--- src/rtl/seg7_mux_n.sv ---
// seg7_mux_n : time-multiplexed 7-segment display driver for NUM_DIGITS digits.
//
// A slot timer steps a digit index once every REFRESH_CNT clocks. A new
// digit/dp pattern is captured on a load request and committed to the display
// shadow only at the frame boundary, so a frame is never drawn half-updated.
// Segment, dp and anode outputs are registered. A free-running 4-bit PWM
// counter gates the anode for brightness control.
//
// Ports
//   clk_100MHz  in   system clock, rising edge
//   rst         in   asynchronous active-high reset
//   digits      in   4*NUM_DIGITS, nibble k = digit k (digit 0 least significant)
//   dp_in       in   NUM_DIGITS, decimal point request per digit, active high
//   load        in   capture digits/dp_in into the pending buffer
//   busy        out  a captured load is waiting for the frame boundary
//   hex_mode    in   1 = glyphs 0-F, 0 = 0-9 only (A-F blank)
//   blank_lz    in   1 = suppress leading zeros (digit 0 never blanked)
//   brightness  in   4-bit PWM duty, 0 = 1/16 .. 15 = 16/16
//   blink_mask  in   NUM_DIGITS, digits that blink (only with SEG7_BLINK_EN)
//   seg         out  active-low segments, bit 6 = a .. bit 0 = g
//   dp          out  active-low decimal point
//   an          out  active-low anode enables, at most one low
//   frame_tick  out  one-clock pulse when the digit index wraps to 0
//
// Build option: define SEG7_BLINK_EN to add BLINK_FRAMES and blink_mask.
//
// Load handshake FSM
//   state   | meaning
//   ST_IDLE | no pending update, load accepted
//   ST_PEND | pending buffer full, waiting for index wrap (busy = 1)

module seg7_mux_n #(
   parameter int NUM_DIGITS   = 4,
   parameter int REFRESH_CNT  = 100000
`ifdef SEG7_BLINK_EN
   ,parameter int BLINK_FRAMES = 125
`endif
) (
   input  logic                    clk_100MHz,
   input  logic                    rst,
   input  logic [4*NUM_DIGITS-1:0] digits,
   input  logic [NUM_DIGITS-1:0]   dp_in,
   input  logic                    load,
   output logic                    busy,
   input  logic                    hex_mode,
   input  logic                    blank_lz,
   input  logic [3:0]              brightness,
`ifdef SEG7_BLINK_EN
   input  logic [NUM_DIGITS-1:0]   blink_mask,
`endif
   output logic [6:0]              seg,
   output logic                    dp,
   output logic [NUM_DIGITS-1:0]   an,
   output logic                    frame_tick
);

   localparam int TW = (REFRESH_CNT > 1) ? $clog2(REFRESH_CNT) : 1;
   localparam int IW = $clog2(NUM_DIGITS);
   localparam logic [TW-1:0] TIMER_LAST = TW'(REFRESH_CNT - 1);
   localparam logic [IW-1:0] IDX_LAST   = IW'(NUM_DIGITS - 1);

   typedef enum logic {ST_IDLE, ST_PEND} state_t;

   state_t r_state;
   state_t w_state_nxt;
   logic   w_capture;
   logic   w_commit;

   logic [TW-1:0] r_timer;
   logic [IW-1:0] r_idx;
   logic [3:0]    r_pwm;

   logic [NUM_DIGITS-1:0][3:0] r_pend_dig;
   logic [NUM_DIGITS-1:0]      r_pend_dp;
   logic [NUM_DIGITS-1:0][3:0] r_shad_dig;
   logic [NUM_DIGITS-1:0]      r_shad_dp;

   logic [6:0]            r_seg;
   logic                  r_dp;
   logic [NUM_DIGITS-1:0] r_an;
   logic                  r_frame_tick;

   logic                  w_slot_end;
   logic                  w_wrap;
   logic [NUM_DIGITS-1:0] w_blank;
   logic                  w_allz;
   logic [3:0]            w_cur_dig;
   logic [6:0]            w_seg_nxt;
   logic                  w_dp_nxt;
   logic [NUM_DIGITS-1:0] w_an_sel;
   logic [NUM_DIGITS-1:0] w_an_nxt;
   logic                  w_lit;

   function automatic logic [6:0] f_decode(input logic [3:0] code, input logic hex);
      logic [6:0] g;
      case (code)
         4'h0:    g = 7'b0000001;
         4'h1:    g = 7'b1001111;
         4'h2:    g = 7'b0010010;
         4'h3:    g = 7'b0000110;
         4'h4:    g = 7'b1001100;
         4'h5:    g = 7'b0100100;
         4'h6:    g = 7'b0100000;
         4'h7:    g = 7'b0001111;
         4'h8:    g = 7'b0000000;
         4'h9:    g = 7'b0000100;
         4'hA:    g = 7'b0001000;
         4'hB:    g = 7'b1100000;
         4'hC:    g = 7'b0110001;
         4'hD:    g = 7'b1000010;
         4'hE:    g = 7'b0110000;
         default: g = 7'b0111000;
      endcase
      if (!hex && code > 4'h9) begin
         g = 7'b1111111;
      end
      return g;
   endfunction

   assign w_slot_end = (r_timer == TIMER_LAST);
   assign w_wrap     = w_slot_end && (r_idx == IDX_LAST);

   // Slot timer, digit index and PWM counter
   always_ff @(posedge clk_100MHz or posedge rst) begin
      if (rst) begin
         r_timer <= '0;
         r_idx   <= '0;
         r_pwm   <= '0;
      end else begin
         r_pwm <= r_pwm + 4'd1;
         if (w_slot_end) begin
            r_timer <= '0;
            r_idx   <= (r_idx == IDX_LAST) ? '0 : r_idx + 1'b1;
         end else begin
            r_timer <= r_timer + 1'b1;
         end
      end
   end

   // Load handshake
   always_ff @(posedge clk_100MHz or posedge rst) begin
      if (rst) begin
         r_state <= ST_IDLE;
      end else begin
         r_state <= w_state_nxt;
      end
   end

   // Commit depends on the registered state, so a load accepted on a wrap
   // clock waits for the following wrap.
   always_comb begin
      w_state_nxt = r_state;
      w_capture   = 1'b0;
      w_commit    = 1'b0;
      case (r_state)
         ST_IDLE: begin
            if (load) begin
               w_capture   = 1'b1;
               w_state_nxt = ST_PEND;
            end
         end
         ST_PEND: begin
            if (w_wrap) begin
               w_commit    = 1'b1;
               w_state_nxt = ST_IDLE;
            end
         end
         default: w_state_nxt = ST_IDLE;
      endcase
   end

   assign busy = (r_state == ST_PEND);

   always_ff @(posedge clk_100MHz or posedge rst) begin
      if (rst) begin
         r_pend_dig <= '0;
         r_pend_dp  <= '0;
         r_shad_dig <= '0;
         r_shad_dp  <= '0;
      end else begin
         if (w_capture) begin
            r_pend_dig <= digits;
            r_pend_dp  <= dp_in;
         end
         if (w_commit) begin
            r_shad_dig <= r_pend_dig;
            r_shad_dp  <= r_pend_dp;
         end
      end
   end

   // w_blank[k] is set when digit k and every digit above it are zero
   always_comb begin
      w_blank = '0;
      w_allz  = 1'b1;
      for (int k = NUM_DIGITS - 1; k >= 1; k--) begin
         w_allz     = w_allz & (r_shad_dig[k] == 4'h0);
         w_blank[k] = w_allz;
      end
   end

`ifdef SEG7_BLINK_EN
   localparam int BW = (BLINK_FRAMES > 1) ? $clog2(BLINK_FRAMES) : 1;
   localparam logic [BW-1:0] BLINK_LAST = BW'(BLINK_FRAMES - 1);

   logic [BW-1:0] r_blink_cnt;
   logic          r_blink_on;

   always_ff @(posedge clk_100MHz or posedge rst) begin
      if (rst) begin
         r_blink_cnt <= '0;
         r_blink_on  <= 1'b1;
      end else if (w_wrap) begin
         if (r_blink_cnt == BLINK_LAST) begin
            r_blink_cnt <= '0;
            r_blink_on  <= ~r_blink_on;
         end else begin
            r_blink_cnt <= r_blink_cnt + 1'b1;
         end
      end
   end

   assign w_lit = (r_pwm <= brightness) && (r_blink_on || !blink_mask[r_idx]);
`else
   assign w_lit = (r_pwm <= brightness);
`endif

   assign w_cur_dig = r_shad_dig[r_idx];
   assign w_seg_nxt = (blank_lz && w_blank[r_idx]) ? 7'b1111111 : f_decode(w_cur_dig, hex_mode);
   assign w_dp_nxt  = ~r_shad_dp[r_idx];
   assign w_an_sel  = ~(NUM_DIGITS'(1) << r_idx);
   assign w_an_nxt  = w_lit ? w_an_sel : '1;

   always_ff @(posedge clk_100MHz or posedge rst) begin
      if (rst) begin
         r_seg        <= 7'b1111111;
         r_dp         <= 1'b1;
         r_an         <= '1;
         r_frame_tick <= 1'b0;
      end else begin
         r_seg        <= w_seg_nxt;
         r_dp         <= w_dp_nxt;
         r_an         <= w_an_nxt;
         r_frame_tick <= w_wrap;
      end
   end

   assign seg        = r_seg;
   assign dp         = r_dp;
   assign an         = r_an;
   assign frame_tick = r_frame_tick;

endmodule

--- config.mk ---
export PLATFORM = sky130hd
export DESIGN_NAME = seg7_mux_n
export DESIGN_NICKNAME = d
export VERILOG_FILES = /design/src/rtl/seg7_mux_n.sv
export SDC_FILE = /design/constraint.sdc
export NUM_CORES = 1
export LEC_CHECK = 0
export ABC_AREA = 1
export BUFFER_PORTS_ARGS = -buffer_cell sky130_fd_sc_hd__buf_2
export CORE_MARGIN = 5
export CORE_UTILIZATION = 35
export CTS_CLUSTER_SIZE = 40
export DETAILED_ROUTE_END_ITERATION = 10
export PLACE_DENSITY_LB_ADDON = 0.15
export SETUP_SLACK_MARGIN = 0.02
export SLEW_MARGIN = 20
export SYNTH_ARGS = -nofsm -noshare
export SYNTH_HDL_FRONTEND = slang
export SYNTH_SLANG_ARGS = --single-unit
--- constraint.sdc ---
create_clock -name clk_100MHz -period 6.12 [get_ports clk_100MHz]
set_input_delay 0.612 -clock clk_100MHz [delete_from_list [all_inputs] [get_ports clk_100MHz]]
set_output_delay 0.612 -clock clk_100MHz [all_outputs]
set_load 0.05 [all_outputs]
==> metrics.yaml, run 1 <==
viasPerCell: 4.61
synth_most_common_cell: "nand2_1"
fin_crit_ns: 2.20
gr-usage-all-layers_pct: 13.3
worst_pin_slew_ns: 0.883
ctsResizeCount: 0
antenna_found_initial: 0
critical_path_class: "reg2reg"
drt_first_iter_violations: 214
clock_sinks: 77
grt_max_degree: 78
yosys.area.top_type: "dfrtp_1"
synth-edff-count: 0
diodes: 0
period_share_pct: 36.0
htreeDepth: 3
dp_hpwl_um: 6090
power_density_nw_per_um2: 247
cts_setup_buffers: 0
firstDrtPassIters: 4
hp-class: "in2async"
fp.coreArea_sq_um: 11400
tns_ns: 0
cts_tree: "built"
fillerInstances: 1176
rsz0062_at_grt: "no"
grt_pass1_wl_um: 15400
p_clk_share_pct: 50.8
syn_area_sq_um: 4050
sequentialPowerShare_pct: 45.3
gp_congestion: 0.844
combPwrFrac_pct: 3.9
hold_slack_ns: 0.291
regArea_sq_um: 1940
clk_path_buf_depth: 2
rows: 39
crit_arrival_ns: 2.46
die_width_um: 118
design_area_sq_um: 4730
synth_top_area_share_pct: 40.1
drc: 0
async_flop_share_pct: 100
p_int_w: 0.000922
wl_per_cell_um: 12.3
drive_above_1_share_pct: 16.2
post-route-util_pct: 41.6
clock-root-buffer: "clkbuf_16"
syn_inst: 518
holdBufCountCts: 0
worstSkewPairLatency_ns: 0.34
synth.avg_cell_area_sq_um: 7.83
io_pins: 43
yosysWarnings: 0
portBuffers: 42
sw_frac_of_total_pct: 20.9
clk_pin_slew_worst_paths_ns: 0.06
gr-total-overflow: 0
relSlewSlack_pct: 41.1
grt_pass1_vias: 3249
setup_viol: 0
synth_flop_cell: "dfrtp_1"
synth_fp_nets: 564
outcome: "complete, no violations"
syn2layout_area_growth_pct: 16.6
synthTopCellsByCount: "128 x nand2_1, 97 x inv_1, 65 x dfrtp_1"
fmax_mhz: 454
ys_top_cells_by_area: "dfrtp_1 40%, nand2_1 12%, inv_1 9.0%, dfstp_2 7.8%, ha_1 5.2%"
hold_viol_final: 0
total_power_w: 0.00117
die_area_sq_um: 13800
clock_skew_ns: 0.00728
placed_cell_area_sq_um: 4360
startpoint_type: "flop"
vias: 3248
synth-seq-cells: 77
finalMaxSlewViolations: 0
leakagePower_nw: 2.64
multiInputGateArea_sq_um: 1640
start_util_pct: 35.7
ant_nets: 0
numCtsBuffers: 9
switchingPower_w: 0.000244
ir_drop_mv: 0.137
cap_violations: 0
yosysSeqAreaShare_pct: 47.9
cp-end-kind: "flop"
die_h_um: 118
synth_cell_types: 31
nets: 603
wl_um: 8670
critical_path.max_fanout: 15
cp.required_ns: 6.37
-- power by group through the flow --
stage | registers [W] | logic, W | clock network, W
finish | 0.000528 | 0.0000449 | 0.000592
global route | 0.000529 | 0.0000531 | 0.000632
CTS | 0.000528 | 0.0000443 | 0.000611
detailed placement | 0.000538 | 0.0000440 | 0
global placement | 0.000537 | 0.0000427 | 0
floorplan | 0.000538 | 0.0000253 | 0
-- per-layer routing --
metal  wire [um]  GRT usage, %
met1        4270          17.9
met2        3900          20.8
met3         387          3.51
met4         114          4.87
met5           0             0
-- layout by cell type (no fill, tap or decap), drive strengths merged, types with 11 or more instances in the layout --
cell	count
nand2	134
inv	102
dfrtp	65
nor2	54
buf	44
nand3	35
a21oi	26
nand4	25
ha	17
dfstp	12
clkbuf	11
-- logic make-up (layout without fill, tap and decap cells) --
family                     count (synthesis)  in the layout  share of synthesized area (%)
DFF                                       77             77                           47.9
adders and majority gates                 17             17                           5.25
xor gates and xnor gates                   8              8                           1.73
buffers and inverters                    119            163                           11.7
AOI/OAI and AO/OA                         38             38                           4.88
and+or+nand+nor                          259            259                           28.5
-- registers in the layout (all words and copies together), names as in the netlist --
signal	count
seg	7
dp	1
r_shad_dp	4
r_shad_dig	16
r_pwm	4
r_pend_dp	4
busy	1
frame_tick	1
r_pend_dig	16
r_timer	17
an	4
r_idx	2
-- stage by stage --
| step | cells | worst slack (ns) |
|---|---|---|
| 3_3_place_gp | 688 | 3.95 |
| 4_1_cts | 704 | 3.90 |
| 3_5_place_dp | 688 | 3.93 |
| 6_report | 705 | 3.92 |
| 2_1_floorplan | 518 | 3.56 |
| 5_1_grt | 705 | 3.67 |
-- critical path, stage by stage (launching register included) --
cell and delay (ns):
dfrtp_1 0.61, inv_2 0.22, nand2_1 0.12, nand3_1 0.07
nand2_1 0.23, inv_1 0.15, ha_1 0.23, nand3b_1 0.23
nand2_1 0.10, nor2_1 0.04, nor2_1 0.08, nand2_1 0.06
-- worst paths after layout --
kind                                       from               endpoint  slack, ns  cells past startpoint
setup / recovery           r_idx[0]$_DFFE_PP0N_       seg[3]$_DFF_PP1_       3.92                     11
hold / removal                              rst  r_timer[15]$_DFF_PP0_       0.29                      3
setup reg to reg           r_idx[0]$_DFFE_PP0N_       seg[3]$_DFF_PP1_       3.92                     11
hold reg to reg            r_timer[0]$_DFF_PP0_   r_timer[0]$_DFF_PP0_       0.46                      1
max in group asynchronous                   rst           dp$_DFF_PP1_       5.22                      4
min in group clk_100MHz    r_timer[0]$_DFF_PP0_   r_timer[0]$_DFF_PP0_       0.46                      1
-- area by class of cell --
class / count / share of cell area, %
inverters: 103 / 8.18
multi-input cells: 322 / 34.7
clock buffers: 11 / 5.35
well taps: 143 / 3.78
flip-flops and latches: 77 / 41.1
repair buffers: 44 / 5.19
clock inverters: 5 / 1.75
Note: power is estimated with default switching activity, not from simulation.
==> run 2: changes to the inputs <==
--- a/config.mk
+++ b/config.mk
@@ -5,7 +5,7 @@
 export SDC_FILE = /design/constraint.sdc
 export NUM_CORES = 1
 export LEC_CHECK = 0
-export ABC_AREA = 1
+export ABC_AREA = 0
 export BUFFER_PORTS_ARGS = -buffer_cell sky130_fd_sc_hd__buf_2
 export CORE_MARGIN = 5
 export CORE_UTILIZATION = 35
==> constraint.sdc (replaced) <==
create_clock -name clk_100MHz -period 1.76 [get_ports clk_100MHz]
set_input_delay 0.176 -clock clk_100MHz [delete_from_list [all_inputs] [get_ports clk_100MHz]]
set_output_delay 0.176 -clock clk_100MHz [all_outputs]
set_load 0.05 [all_outputs]
==> metrics.yaml, run 2 <==
grt_pass1_vias: 2406  # -26%
regMostFlops: "r_timer"
drc: 0  # unchanged
cp_top_family: "simple AND/OR/NAND/NOR gates"
gr-total-overflow: 0  # unchanged
gr-usage-all-layers_pct: 12.6  # -0.75 points
startpoint_type: "flop"
finalWorstSetupSlack_ns: -0.0666  # -3.98 ns
outcome: "finished with violations"
start_util_pct: 35.8  # +0.097 points
rsz0062_at_grt: "yes"
highest_layer: "met4"
rows: 36  # -7.7%
critical_path_class: "reg2reg"
syn_area_sq_um: 3490  # -14%
synth-seq-cells: 77  # unchanged
relSlewSlack_pct: 74.7  # +34 points
reg_top3: "r_timer x17, r_pend_dig x16, r_shad_dig x16"
antenna_found_initial: 0  # unchanged
synth_flop_cell: "dfrtp_1"
synth.avg_cell_area_sq_um: 12.8  # +63%
grt_pass1_wl_um: 11700  # -24%
htreeDepth: 3  # unchanged
fp.coreArea_sq_um: 9770  # -14%
grt_max_degree: 50  # -36%
syn2layout_area_growth_pct: 36.0
final_cell_mix: "64 x dfrtp_1, 46 x buf_4, 42 x buf_2"
yosysSeqAreaShare_pct: 55.6  # +7.7 points
dp_hpwl_um: 4950  # -19%
wl_per_cell_um: 13.6  # +11%
power_density_nw_per_um2: 681  # +180%
finalMaxSlewViolations: 0  # unchanged
ir_drop_mv: 0.418  # +210%
synthTopCellsByCount: "65 x dfrtp_1, 22 x mux2_2, 19 x mux2_1, 19 x nand2_1, 17 x ha_1"
ys_top_cells_by_area: "dfrtp_1 47%, dfstp_2 9.0%, mux2_2 7.1%, mux2_1 6.1%, ha_1 6.1%"
async_flop_share_pct: 100  # unchanged
clk_path_buf_depth: 2  # unchanged
setup_viol: 25  # +25
ant_nets: 0  # unchanged
yosysWarnings: 0  # unchanged
synth_most_common_cell: "dfrtp_1"
worst_pin_slew_ns: 0.376  # -0.506 ns
fmax_mhz: 547  # +21%
synth_fp_nets: 320  # -43%
cap_violations: 0  # unchanged
rrSetupSlack_ns: -0.07  # -3.98 ns
clock_skew_ns: 0.0118  # +0.00456 ns
hold_slack_ns: 0.0529  # -0.239 ns
die_width_um: 110  # -6.5%
clk_pin_slew_worst_paths_ns: 0.09  # +0.03 ns
place_ws_ns: -0.221  # -4.15 ns
io_pins: 43  # unchanged
fin_crit_ns: 1.83  # -0.375 ns
crit_arrival_ns: 2.05  # -0.41 ns
clock_sinks: 77  # unchanged
vias: 2339  # -28%
cp.required_ns: 1.99  # -4.38 ns
tns_ns: -1.20  # -1.20 ns
critPathMaxStageDelay_ns: 0.36  # -0.25 ns
violations: "setup timing"
cp_slowest_cell: "dfrtp_1"
hp-class: "in2reg"
numCtsBuffers: 9  # unchanged
wl_met2_um: 3300  # -15%
dr_wl_met3_um: 220  # -43%
cts_tree: "built"
final_common_cell: "dfrtp_1"
drive_above_1_share_pct: 53.2  # +37 points
hold_viol_final: 0  # unchanged
design_area_sq_um: 4750  # +0.50%
wl_um: 6980  # -19%
gp_congestion: 0.800  # -5.2%
period_share_pct: 104  # +68 points
worst-path-buf-inv: 1  # -1
placed_cell_area_sq_um: 4320  # -0.89%
leakagePower_nw: 2.25  # -15%
die_h_um: 110  # -6.5%
cp-end-kind: "flop"
clock-root-buffer: "clkbuf_8"
cp_cell_sequence: "ha_2, and4_4, nand2_2, nor3_4, and3_4, buf_12, mux2_4"
portBuffers: 42  # unchanged
synth_top_area_share_pct: 46.5  # +6.4 points
critical_path.max_fanout: 7  # -8
largest_reg_flops: 17  # unchanged
nets: 421  # -30%
firstDrtPassIters: 4  # unchanged
yosys.area.top_type: "dfrtp_1"
syn_inst: 274  # -47%
die_area_sq_um: 12100  # -13%
diodes: 0  # unchanged
viasPerCell: 4.56  # -1.0%
synth-edff-count: 0  # unchanged
drt_first_iter_violations: 57  # -73%
synth_cell_types: 39  # +26%
worstSkewPairLatency_ns: 0.35  # about the same
drt-met1-wl_um: 3360  # -21%
-- run 2: changes by cell type in the layout (fill, tap and decap cells not counted), moves of 23 or more --
cell | before | now
nand2_1 | 127 | 16
inv_1 | 96 | 9
buf_4 | 1 | 46
nor2_1 | 50 | 16
nand3_1 | 34 | 9
a21oi_1 | 26 | 3
-- run 2: logic make-up after synthesis --
| kind of cell | count (synthesis) | synth area share, % |
|---|---|---|
| flops | 77 | 55.6 |
| simple gates | 71 | 10.4 |
| mux | 49 | 16.9 |
| compound gates | 22 | 4.05 |
| buf+inv | 22 | 2.97 |
| fa+ha+maj | 17 | 6.09 |
| xor+xnor | 16 | 4.01 |
-- run 2: stage by stage --
step / power (W) / instances / utilization [%]
after detailed placement: 0.00204 / 487 / 44.2
final: 0.00324 / 513 / 48.6
after global routing: 0.00338 / 513 / 48.6
after global placement: 0.00203 / 487 / 44.2
after floorplan: 0.00196 / 274 / -
after CTS: 0.00329 / 512 / 48.0
-- run 2: final timing paths --
check | cells past startpoint | from | endpoint
setup / recovery | 7 | r_timer[1]$_DFF_PP0_ | r_shad_dig[0]$_DFFE_PP0P_
hold / removal | 2 | dp_in[1] | r_pend_dp[1]$_DFFE_PP0P_
setup reg to reg | 7 | r_timer[1]$_DFF_PP0_ | r_shad_dig[0]$_DFFE_PP0P_
hold reg to reg | 1 | r_pwm[3]$_DFF_PP0_ | r_pwm[3]$_DFF_PP0_
max in group asynchronous | 4 | rst | dp$_DFF_PP1_
min in group asynchronous | 4 | rst | r_pend_dig[3]$_DFFE_PP0P_
-- run 2: what timing repair did --
item,in CTS,in global routing
endpoints found under the hold margin,65,0
setup buffers,9,1
pin swaps,12,14
hold buffers,1,0
endpoints found under the setup margin,27,27
gates resized for setup,25,13
cloned,1,0
-- run 2: cell type report --
cell class                      instances  area, sq um
Multi-Input combinational cell        175         1670
Sequential cell                        77         1940
Fill cell                             894         5020
Clock buffer                           10          138
Inverter                               13         55.1
Tap cell                              133          166
Timing Repair Buffer                   99          738
Clock inverter                          6         46.3
-- run 2: power by group --
part / leakage (nW) / switching [W] / internal (W) / total [W]
sequential: 0.976 / 0.0000299 / 0.00182 / 0.00185
clock: 0.0893 / 0.000679 / 0.000560 / 0.00124
combinational: 1.18 / 0.0000643 / 0.0000791 / 0.000143
-- run 2: layer usage --
layer / vias up / track usage, %
met5: - / 0
met4: 0 / 5.61
met2: 33 / 19.2
li1: 1168 / -
met3: 8 / 2.35
met1: 1130 / 17.3
==> run 3: changes to the inputs <==
--- a/config.mk
+++ b/config.mk
@@ -9,8 +9,10 @@
 export BUFFER_PORTS_ARGS = -buffer_cell sky130_fd_sc_hd__buf_2
 export CORE_MARGIN = 5
 export CORE_UTILIZATION = 35
+export CTS_BUF_LIST = sky130_fd_sc_hd__clkbuf_8
 export CTS_CLUSTER_SIZE = 40
 export DETAILED_ROUTE_END_ITERATION = 10
+export MAX_ROUTING_LAYER = met4
 export PLACE_DENSITY_LB_ADDON = 0.15
 export SETUP_SLACK_MARGIN = 0.02
 export SLEW_MARGIN = 20
==> constraint.sdc (replaced) <==
create_clock -name clk_100MHz -period 1.67 [get_ports clk_100MHz]
set_input_delay 0.167 -clock clk_100MHz [delete_from_list [all_inputs] [get_ports clk_100MHz]]
set_output_delay 0.167 -clock clk_100MHz [all_outputs]
set_load 0.05 [all_outputs]
==> metrics.yaml, run 3 (synthesized netlist as in run 2, its figures left out) <==
gr-total-overflow: 0  # unchanged
outcome: "finished with violations"
gp_congestion: 0.789  # -1.4%
start_util_pct: 35.8  # unchanged
worst_pin_slew_ns: 0.391  # +0.0143 ns
firstDrtPassIters: 4  # unchanged
wl_per_cell_um: 13.9  # +2.0%
relSlewSlack_pct: 73.7  # -0.97 points
largest_reg_flops: 17  # unchanged
startpoint_type: "flop"
dp_hpwl_um: 5260  # +6.3%
cp.required_ns: 1.95  # -0.04 ns
die_h_um: 110  # unchanged
clk_path_buf_depth: 2  # unchanged
finalWorstSetupSlack_ns: -0.162  # -0.0957 ns
drive_above_1_share_pct: 53.5  # +0.37 points
fmax_mhz: 546  # -0.31%
combPwrFrac_pct: 4.3  # about the same
hold_viol_final: 0  # unchanged
cp_cell_sequence: "mux4_2, inv_2, ha_4, o21ai_2, a31oi_2, buf_4, buf_6, nand3_2"
violations: "setup timing"
period_share_pct: 110  # +5.9 points
syn2layout_area_growth_pct: 36.4
die_width_um: 110  # unchanged
htreeDepth: 3  # unchanged
total_power_w: 0.00357  # +10%
cts_tree: "built"
finalMaxSlewViolations: 0  # unchanged
grt_pass1_vias: 2426  # +0.83%
worstSkewPairLatency_ns: 0.35  # about the same
leakagePower_nw: 2.28  # +1.2%
nets: 424  # +0.71%
power_density_nw_per_um2: 750  # +10%
grt_pass1_wl_um: 12100  # +3.9%
sw_frac_of_total_pct: 23.1  # -0.80 points
clk_pin_slew_worst_paths_ns: 0.09  # about the same
critPathMaxStageDelay_ns: 0.59  # +0.23 ns
wl_um: 7170  # +2.6%
numCtsBuffers: 9  # unchanged
clock_sinks: 77  # unchanged
switchingPower_w: 0.000826  # +6.8%
ant_nets: 0  # unchanged
setup_viol: 27  # +8.0%
fin_crit_ns: 1.83  # +0.00570 ns
regMostFlops: "r_timer"
drc: 0  # unchanged
critical_path_class: "reg2reg"
rsz0062_at_grt: "yes"
portBuffers: 42  # unchanged
final_common_cell: "dfrtp_1"
tns_ns: -3.59  # -2.40 ns
diodes: 0  # unchanged
io_pins: 43  # unchanged
reg_top3: "r_timer x17, r_pend_dig x16, r_shad_dig x16"
p_int_w: 0.00275  # +12%
clock_skew_ns: 0.0121  # +0.000285 ns
die_area_sq_um: 12100  # unchanged
grt_max_degree: 30  # -40%
critical_path.max_fanout: 3  # -4
drt_first_iter_violations: 102  # +79%
final_cell_mix: "64 x dfrtp_1, 49 x buf_4, 42 x buf_2"
crit_arrival_ns: 2.11  # +0.06 ns
hp-class: "in2reg"
worst-path-buf-inv: 3  # +2
antenna_found_initial: 0  # unchanged
fp.coreArea_sq_um: 9770  # unchanged
p_clk_share_pct: 41.0  # +2.7 points
cp_top_family: "multiplexers"
viasPerCell: 4.66  # +2.1%
rrSetupSlack_ns: -0.16  # -0.10 ns
clock-root-buffer: "clkbuf_8"
vias: 2402  # +2.7%
ir_drop_mv: 0.484  # +16%
sequentialPowerShare_pct: 54.7  # -2.6 points
cp-end-kind: "flop"
gr-usage-all-layers_pct: 13.5  # +0.96 points
fillerInstances: 911  # +1.9%
cap_violations: 0  # unchanged
placed_cell_area_sq_um: 4360  # +0.84%
rows: 36  # unchanged
design_area_sq_um: 4770  # +0.29%
cp_slowest_cell: "mux4_2"
-- run 3: cell count changes in the layout (fill, tap and decap cells not counted), moves of 2 or more --
cell,before,now
nor2_1,16,14
ha_4,4,2
buf_4,46,49
o21ai_1,1,3
-- run 3: area by class of cell --
| cell class | instances | area [sq um] | share of cell area [%] |
|---|---|---|---|
| clock buffers | 10 | 138 | 2.89 |
| clock inverters | 6 | 68.8 | 1.44 |
| inverters | 13 | 58.8 | 1.23 |
| multi-input cells | 175 | 1640 | 34.4 |
| flip-flops and latches | 77 | 1940 | 40.8 |
| well taps | 133 | 166 | 3.49 |
| repair buffers | 102 | 749 | 15.7 |
-- run 3: worst paths after layout --
kind / startpoint / end / cells past startpoint
max: r_idx[1]$_DFFE_PP0N_ / seg[3]$_DFF_PP1_ / 8
min: dp_in[3] / r_pend_dp[3]$_DFFE_PP0P_ / 2
max reg2reg: r_idx[1]$_DFFE_PP0N_ / seg[3]$_DFF_PP1_ / 8
min reg2reg: r_pwm[3]$_DFF_PP0_ / r_pwm[3]$_DFF_PP0_ / 1
max in group asynchronous: rst / seg[5]$_DFF_PP1_ / 4
min in group asynchronous: rst / r_pwm[3]$_DFF_PP0_ / 3
-- run 3: metrics by stage --
stage	hold slack [ns]	setup slack [ns]	instances	utilization, %
after global routing	0.00354	-0.265	516	48.8
final	0.0401	-0.162	516	48.8
after floorplan	0.297	-0.267	274	-
after CTS	0.0197	-0.211	513	47.9
after global placement	0.153	-0.197	493	44.6
after detailed placement	0.154	-0.249	493	44.6
-- run 3: power groups by stage --
stage          clock, W  combinational [W]  sequential (W)
4_1_cts         0.00153           0.000160         0.00196
3_3_place_gp          0           0.000152         0.00199
2_1_floorplan         0          0.0000882         0.00198
3_5_place_dp          0           0.000157         0.00199
5_1_grt         0.00161           0.000174         0.00196
6_report        0.00147           0.000153         0.00196
-- run 3: per-layer routing --
layer	vias up	global-route usage [%]	share of wire, %
met2	46	20.4	48
met5	-	-	0
li1	1169	-	-
met4	0	3.74	1.0
met3	5	4.46	4.4
met1	1182	17.5	46
-- run 3: repair_timing --
action / 4_1_cts / 5_1_grt
cloned: 0 / 1
buffers inserted: 3 / 2
gates resized for setup: 24 / 11
hold buffers: 1 / 0
hold endpoints to repair: 4 / 0
setup endpoints to repair: 27 / 38
pin swaps: 8 / 7
